[src/rtl/mdu_iter.sv]
// Iterative multiply/divide unit holding the architectural HI/LO registers.
// Define MDU_DIV_EN to build the restoring divider; without it DIV/DIVU report as unsupported.
module mdu_iter #(
   parameter int WIDTH = 32
) (
   input  logic             clk,
   input  logic             rst_n,
   input  logic             start,
   input  logic [2:0]       op,
   input  logic [WIDTH-1:0] a,
   input  logic [WIDTH-1:0] b,
   output logic             busy,
   output logic             done,
   output logic [WIDTH-1:0] hi,
   output logic [WIDTH-1:0] lo,
   output logic             unsupported
);

   typedef enum logic [1:0] {IDLE, RUN, FIX} state_t;

   state_t             state;
   logic [4:0]         cnt;
   logic [WIDTH-1:0]   mcand;
   logic [2*WIDTH-1:0] acc;
   logic               neg_res;
   logic               op_mul;
   logic               op_div;
   logic               accept;
   logic [WIDTH:0]     mul_sum;
   logic [WIDTH-1:0]   res_hi;
   logic [WIDTH-1:0]   res_lo;

   function automatic logic [WIDTH-1:0] mag(input logic [WIDTH-1:0] x, input logic sgn);
      return (sgn && x[WIDTH-1]) ? -x : x;
   endfunction

   function automatic logic [2*WIDTH-1:0] neg_if(input logic [2*WIDTH-1:0] x, input logic n);
      return n ? -x : x;
   endfunction

   assign op_mul = ~op[2] & ~op[1];
`ifdef MDU_DIV_EN
   logic               is_div;
   logic               neg_rem;
   logic               dz;
   logic [WIDTH:0]     div_shift;
   logic [WIDTH-1:0]   div_sub;

   assign op_div    = ~op[2] & op[1];
   // acc holds {partial remainder, dividend/quotient}; mcand holds the divisor
   assign div_shift = {acc[2*WIDTH-1:WIDTH], acc[WIDTH-1]};
   assign div_sub   = div_shift[WIDTH-1:0] - mcand;
`else
   assign op_div    = 1'b0;
`endif

   assign accept  = (state == IDLE) && start && (op_mul || op_div);
   assign mul_sum = {1'b0, acc[2*WIDTH-1:WIDTH]} + (acc[0] ? {1'b0, mcand} : '0);

   // Iteration datapath, separate from the architectural HI/LO
   always_ff @(posedge clk) begin
      if (accept) begin
         mcand   <= mag(b, op[0]);
         acc     <= {{WIDTH{1'b0}}, mag(a, op[0])};
         neg_res <= op[0] & (a[WIDTH-1] ^ b[WIDTH-1]);
`ifdef MDU_DIV_EN
         is_div  <= op_div;
         neg_rem <= op[0] & a[WIDTH-1];
         dz      <= (b == '0);
`endif
         if (op_mul) acc <= {{WIDTH{1'b0}}, mag(b, op[0])};
         if (op_mul) mcand <= mag(a, op[0]);
      end else if (state == RUN) begin
`ifdef MDU_DIV_EN
         if (is_div) begin
            if (div_shift >= {1'b0, mcand})
               acc <= {div_sub, acc[WIDTH-2:0], 1'b1};
            else
               acc <= {div_shift[WIDTH-1:0], acc[WIDTH-2:0], 1'b0};
         end else
`endif
         acc <= {mul_sum, acc[WIDTH-1:1]};
      end
   end

   always_comb begin
      res_hi = neg_if(acc, neg_res) >> WIDTH;
      res_lo = neg_if(acc, neg_res);
`ifdef MDU_DIV_EN
      if (is_div) begin
         res_lo = dz ? '1 : (neg_res ? -acc[WIDTH-1:0] : acc[WIDTH-1:0]);
         res_hi = neg_rem ? -acc[2*WIDTH-1:WIDTH] : acc[2*WIDTH-1:WIDTH];
      end
`endif
   end

   // Control FSM and architectural registers
   always_ff @(posedge clk or negedge rst_n) begin
      if (!rst_n) begin
         state       <= IDLE;
         cnt         <= '0;
         busy        <= 1'b0;
         done        <= 1'b0;
         unsupported <= 1'b0;
         hi          <= '0;
         lo          <= '0;
      end else begin
         done        <= 1'b0;
         unsupported <= 1'b0;
         case (state)
            IDLE: begin
               if (start) begin
                  if (op_mul || op_div) begin
                     state <= RUN;
                     cnt   <= '0;
                     busy  <= 1'b1;
                  end else if (op == 3'b100) begin
                     hi   <= a;
                     done <= 1'b1;
                  end else if (op == 3'b101) begin
                     lo   <= a;
                     done <= 1'b1;
                  end else begin
                     done        <= 1'b1;
                     unsupported <= 1'b1;
                  end
               end
            end
            RUN: begin
               cnt <= cnt + 5'd1;
               if (cnt == 5'd31) state <= FIX;
            end
            FIX: begin
               state <= IDLE;
               busy  <= 1'b0;
               done  <= 1'b1;
               hi    <= res_hi;
               lo    <= res_lo;
            end
            default: state <= IDLE;
         endcase
      end
   end

endmodule
[config.mk]
export PLATFORM = sky130hd
export DESIGN_NAME = mdu_iter
export DESIGN_NICKNAME = d
export VERILOG_FILES = /design/src/rtl/mdu_iter.sv
export SDC_FILE = /design/constraint.sdc
export NUM_CORES = 1
export LEC_CHECK = 0
export CORE_AREA = 2 2 166 168
export CTS_BUF_LIST = sky130_fd_sc_hd__clkbuf_16
export DETAILED_ROUTE_END_ITERATION = 12
export DIE_AREA = 0 0 168 170
export PLACE_DENSITY = 0.73
export RECOVER_POWER = 50
export SLEW_MARGIN = 20
export SYNTH_ARGS = -nofsm -noshare
export SYNTH_HDL_FRONTEND = slang
export SYNTH_SLANG_ARGS = --single-unit
[constraint.sdc]
create_clock -name clk -period 2.91 [get_ports clk]
set_input_delay 0.291 -clock clk [delete_from_list [all_inputs] [get_ports clk]]
set_output_delay 0.291 -clock clk [all_outputs]
set_load 0.02 [all_outputs]
==> results list <==
* Power after layout: 15.7 mW
- Placed cell count: ~2000
* Most used flip-flop cell after synthesis: sky130_fd_sc_hd__edfxtp_1
- For this design, the sink count on the clock tree is around 170.
* Antenna violations before repair: 0
- Static timing analysis puts the maximum clock frequency at 0.348 GHz.
- The HPWL after detailed placement is about 36000 um.
- Across all setup checks in the final design, the least slack found is 34.8 ps.
- After the flow finishes, the layout carries non-filler instances totaling between 1500 and 2000.
- The Yosys step of the flow raised 0 warnings.
- The first global-routing pass estimated 68600 um of wire.
* Synthesis-to-finish area growth: 31.7%
- Fillcell total: 2288
* Sw Ratio: 43.1%
- In this run the remaining antenna-violating nets after routing total 0.
- MaxCap Viol Count: 3
- Of all cell types, the one taking the most synthesized area is sky130_fd_sc_hd__edfxtp_1.
- Global routing finished with a remaining overflow of 0.
* Highest ir drop seen on vdd: slightly above 0.0005 V
- I/O pin cnt: about 140
- Antenna Cells: 0
* Worst Setup Slack post-DPL: -135 ps
* Async set-or-reset flop fraction in the synthesized netlist: 43.3%
- Number of I/O port buffers: 136
* Internal Pwr Total: between 8 and 9 mW
- Total negative slack for setup checks: 0 ps
- Clock latency on the worst-skew pair: 450 ps
* Setup skew after layout: 12.6 ps
- Max Transition Viols Final: ~140
- The final reports fail on max-capacitance violations, max-slew violations.
- Synthesis produced 1369 cells.
- Type of origin of the critical path: flop
* Clock tree from TritonCTS: yes
- Power density over cell area: roughly 1000 mW/mm^2
- In this run the standard cell core region covers 0.0267 sq mm.
- The die covers 0.0286 sq mm.
* Flop pwr share: 31.5%
* Starting density of the core: 44.3%
- Counting I/O delays and the setup requirement, the final critical path takes 2880 ps.
- STA classifies the critical path endpoint as a flop.
- After synthesis, the largest area contributor takes up 24.7% of total cell area.
- The share of total power dissipated in the clock network is 14.4%.
* Delay of the slowest cell on the worst path: 510 ps
- Summing every instance area after synthesis gives 0.0118 sq mm.
- Slew at the pin closest to its max-slew limit: 1980 ps
* Crit Path Category: reg -> reg
* Die Ht: 170 um
- Number of endpoints failing setup at the final stage: 0
* Hold Violations, Final: 0
- Together, buffers and inverters on the worst path number 3.
- Setup repair after global routing could not meet its margin everywhere.
- The first routing iteration left ~1800 violations.
- Number of nets at the end of the flow: approximately 1700
* Die W: around 170 um
- Weighted congestion reported at the end of routability-driven placement: 0.987
* Count of hold buffers inserted by post-cts repair: 0
* Via count of the routed design: 12126
- The number of global-route vias before repair came to 11463.
* Cell row count: 60
* Synth Area per Inst: between 8 and 9 sq um
- In this run the number of H-tree levels came out at 4.
* Final worst path period share: 98.8%
* Synth cell types: 64
* Routed wirelength normalized by instance count: 23.0 um
* Total routed wirelength: 45900 um
* P_sw: 6.78 mW
- Signal arrival time at the worst endpoint: 3240 ps
* Flip-flop and latch count after synthesis: 171
- Biggest area contributors in the synthesized netlist: sky130_fd_sc_hd__edfxtp_1, sky130_fd_sc_hd__dfrtp_1, sky130_fd_sc_hd__o21ai_0, sky130_fd_sc_hd__nand2_1, sky130_fd_sc_hd__xor2_1
- Crit Path Max Fanout: 5
- For this run, design rule violations remaining after detail routing come to 0.
* Series of cell instances along the critical path: buf_6 > buf_6 > inv_4 > ha_4 > nand2b_4 > or4_4 > or4_4 > or2_4 > o41ai_4 > xor2_1 > a221oi_2
- After clock tree synthesis, the clock-pin slew on the worst setup and hold paths is 80 ps.
- Reg area: about 0.0048 sq mm
- Broken down by cell family, the worst path's largest delay share belongs to simple AND/OR/NAND/NOR gates.
* Outcome: finished with violations
- Slowest library cell on the worst path: sky130_fd_sc_hd__or4_4
- Dividing the detail-routed via count by the number of cells gives 6.08.
- The longest clock path from root to sink contains 2 buffers.
- Maximum number of pins on one net before global-route repair: 75
- In the final layout, the multi-input gates occupy about 0.007 sq mm.
- In this run the static leakage power is 6.36 nW.
- The number of nets handed over by synthesis was 1477.
* Worst hold-check path type: in -> async
- Slew Limit Headroom: -31.8%
- Of the total power, combinational logic draws between 50% and 60%.
- Buffers inserted during clock tree synthesis total 17.
* Worst Path Required: between 3000 and 4000 ps
* Root buffer selected by CTS: sky130_fd_sc_hd__clkbuf_16
- In the final layout, the share of cells above drive strength 1 is 16.2%.
- Number of enable-type register cells in the synthesized netlist: 97
- Global routing used between 30% and 40% of the available tracks.
* Drt first pass iters: 6
* Sequential share of the synthesized area: 40.3%
cells in the final DEF, fill, tap and decap left out, types with 4 or more instances in the layout:
cell type | netlist | final
sky130_fd_sc_hd__nand2b_1 | 12 | 11
sky130_fd_sc_hd__nor3_1 | 47 | 43
sky130_fd_sc_hd__or3_1 | 19 | 16
sky130_fd_sc_hd__mux2i_1 | 19 | 19
sky130_fd_sc_hd__o22ai_1 | 8 | 8
sky130_fd_sc_hd__nand2_1 | 169 | 168
sky130_fd_sc_hd__buf_12 | 0 | 5
sky130_fd_sc_hd__xnor2_1 | 64 | 64
sky130_fd_sc_hd__clkbuf_16 | 0 | 20
sky130_fd_sc_hd__o221ai_1 | 13 | 13
sky130_fd_sc_hd__nor3_2 | 0 | 4
sky130_fd_sc_hd__ha_1 | 37 | 34
sky130_fd_sc_hd__dlygate4sd3_1 | 0 | 69
sky130_fd_sc_hd__xor2_1 | 70 | 70
sky130_fd_sc_hd__a31oi_1 | 11 | 10
sky130_fd_sc_hd__clkinv_4 | 0 | 4
sky130_fd_sc_hd__and2_1 | 43 | 42
sky130_fd_sc_hd__nand4_1 | 13 | 13
sky130_fd_sc_hd__a22oi_1 | 6 | 6
sky130_fd_sc_hd__a21oi_1 | 112 | 109
sky130_fd_sc_hd__a21o_1 | 11 | 11
sky130_fd_sc_hd__or4_1 | 17 | 16
sky130_fd_sc_hd__dfrtp_1 | 74 | 74
sky130_fd_sc_hd__o41ai_1 | 11 | 9
sky130_fd_sc_hd__nand3_1 | 20 | 20
sky130_fd_sc_hd__or3_4 | 1 | 4
sky130_fd_sc_hd__and3_1 | 9 | 9
sky130_fd_sc_hd__clkdlybuf4s50_1 | 0 | 66
sky130_fd_sc_hd__inv_1 | 21 | 22
sky130_fd_sc_hd__edfxtp_1 | 97 | 97
sky130_fd_sc_hd__o21a_1 | 7 | 7
sky130_fd_sc_hd__a211oi_1 | 8 | 6
sky130_fd_sc_hd__o21ai_0 | 139 | 136
sky130_fd_sc_hd__o211ai_1 | 6 | 6
sky130_fd_sc_hd__nor4_1 | 18 | 18
sky130_fd_sc_hd__nor2_1 | 136 | 135
sky130_fd_sc_hd__or2_2 | 10 | 9
sky130_fd_sc_hd__buf_4 | 0 | 175
sky130_fd_sc_hd__o31ai_1 | 18 | 16
sky130_fd_sc_hd__a41oi_1 | 4 | 4
synth_stat cells (11+ instances only):
cell type,count
sky130_fd_sc_hd__a21o_1,11
sky130_fd_sc_hd__a21oi_1,112
sky130_fd_sc_hd__a31oi_1,11
sky130_fd_sc_hd__and2_1,43
sky130_fd_sc_hd__clkbuf_1,62
sky130_fd_sc_hd__dfrtp_1,74
sky130_fd_sc_hd__edfxtp_1,97
sky130_fd_sc_hd__ha_1,37
sky130_fd_sc_hd__inv_1,21
sky130_fd_sc_hd__mux2i_1,19
sky130_fd_sc_hd__nand2_1,169
sky130_fd_sc_hd__nand2b_1,12
sky130_fd_sc_hd__nand3_1,20
sky130_fd_sc_hd__nand4_1,13
sky130_fd_sc_hd__nor2_1,136
sky130_fd_sc_hd__nor3_1,47
sky130_fd_sc_hd__nor4_1,18
sky130_fd_sc_hd__o21ai_0,139
sky130_fd_sc_hd__o221ai_1,13
sky130_fd_sc_hd__o31ai_1,18
sky130_fd_sc_hd__o41ai_1,11
sky130_fd_sc_hd__or3_1,19
sky130_fd_sc_hd__or4_1,17
sky130_fd_sc_hd__xnor2_1,64
sky130_fd_sc_hd__xor2_1,70
worst paths after layout:
| check | start | slack (ps) | depth (start not counted) | endpoint |
|---|---|---|---|---|
| max | acc[0] | 30 | 11 | hi[6] |
| min | rst_n | 390 | 1 | lo[1] |
| max reg2reg | acc[0] | 30 | 11 | hi[6] |
| min reg2reg | lo[0] | 480 | 2 | lo[0] |
| max in group asynchronous | rst_n | 1360 | 1 | hi[20] |
| min in group clk | lo[0] | 480 | 2 | lo[0] |
layer usage:
layer | up-vias | track usage [%] | routed length [um]
met5 | - | 0 | 0
met4 | 0 | 13.6 | 1860
met3 | 93 | 6.12 | 5130
met2 | 769 | 49.7 | 20200
met1 | 5730 | 43.7 | 18700
li1 | 5534 | - | -
registers in the layout, summed over array words and instances, names as in the netlist:
name,count
lo,32
unsupported,1
neg_res,1
mcand,32
cnt,5
acc,64
hi,32
state,2
busy,1
done,1
through the flow:
stage	instance area, sq um	util (%)	hold WS, ps
after floorplan	11800	-	-4.59
after global placement	14800	55.4	460
after detailed placement	14800	55.4	470
after CTS	15400	57.7	39.6
after global routing	15600	58.4	509
final	15600	58.4	391
cells by family (layout without fill, tap and decap cells):
family | count (synthesis) | in the layout | share of synthesized area, %
xor+xnor | 134 | 134 | 9.93
simple gates | 531 | 531 | 21.5
compound gates | 381 | 381 | 19.3
mux | 21 | 21 | 1.80
flops | 171 | 171 | 40.3
buf+inv | 93 | 377 | 2.98
fa+ha+maj | 38 | 38 | 4.09
layout make-up:
cell class	instances	area share (%)
clock buffers	19	3.06
clock inverters	13	0.571
flip-flops and latches	171	30.6
well taps	341	2.74
repair buffers	324	18.2
inverters	21	0.523
multi-input cells	1105	44.2
power groups by stage:
stage	sequential, mW	clock, mW	combinational (mW)
after floorplan	5.21	0	3.91
after global placement	4.89	0	8.05
after detailed placement	4.94	0	8.16
after CTS	4.90	2.26	8.27
after global routing	5.03	2.36	9.19
final	4.95	2.26	8.50
what timing repair did:
| action | 4_1_cts | 5_1_grt |
|---|---|---|
| setup endpoints to repair | 15 | 34 |
| resized for setup | 10 | 28 |
| endpoints found under the hold margin | 0 | 0 |
| pin swaps | 2 | 11 |
| setup buffers | 0 | 6 |
| cloned | 0 | 1 |
No activity file was read; power rests on OpenSTA's default activity.
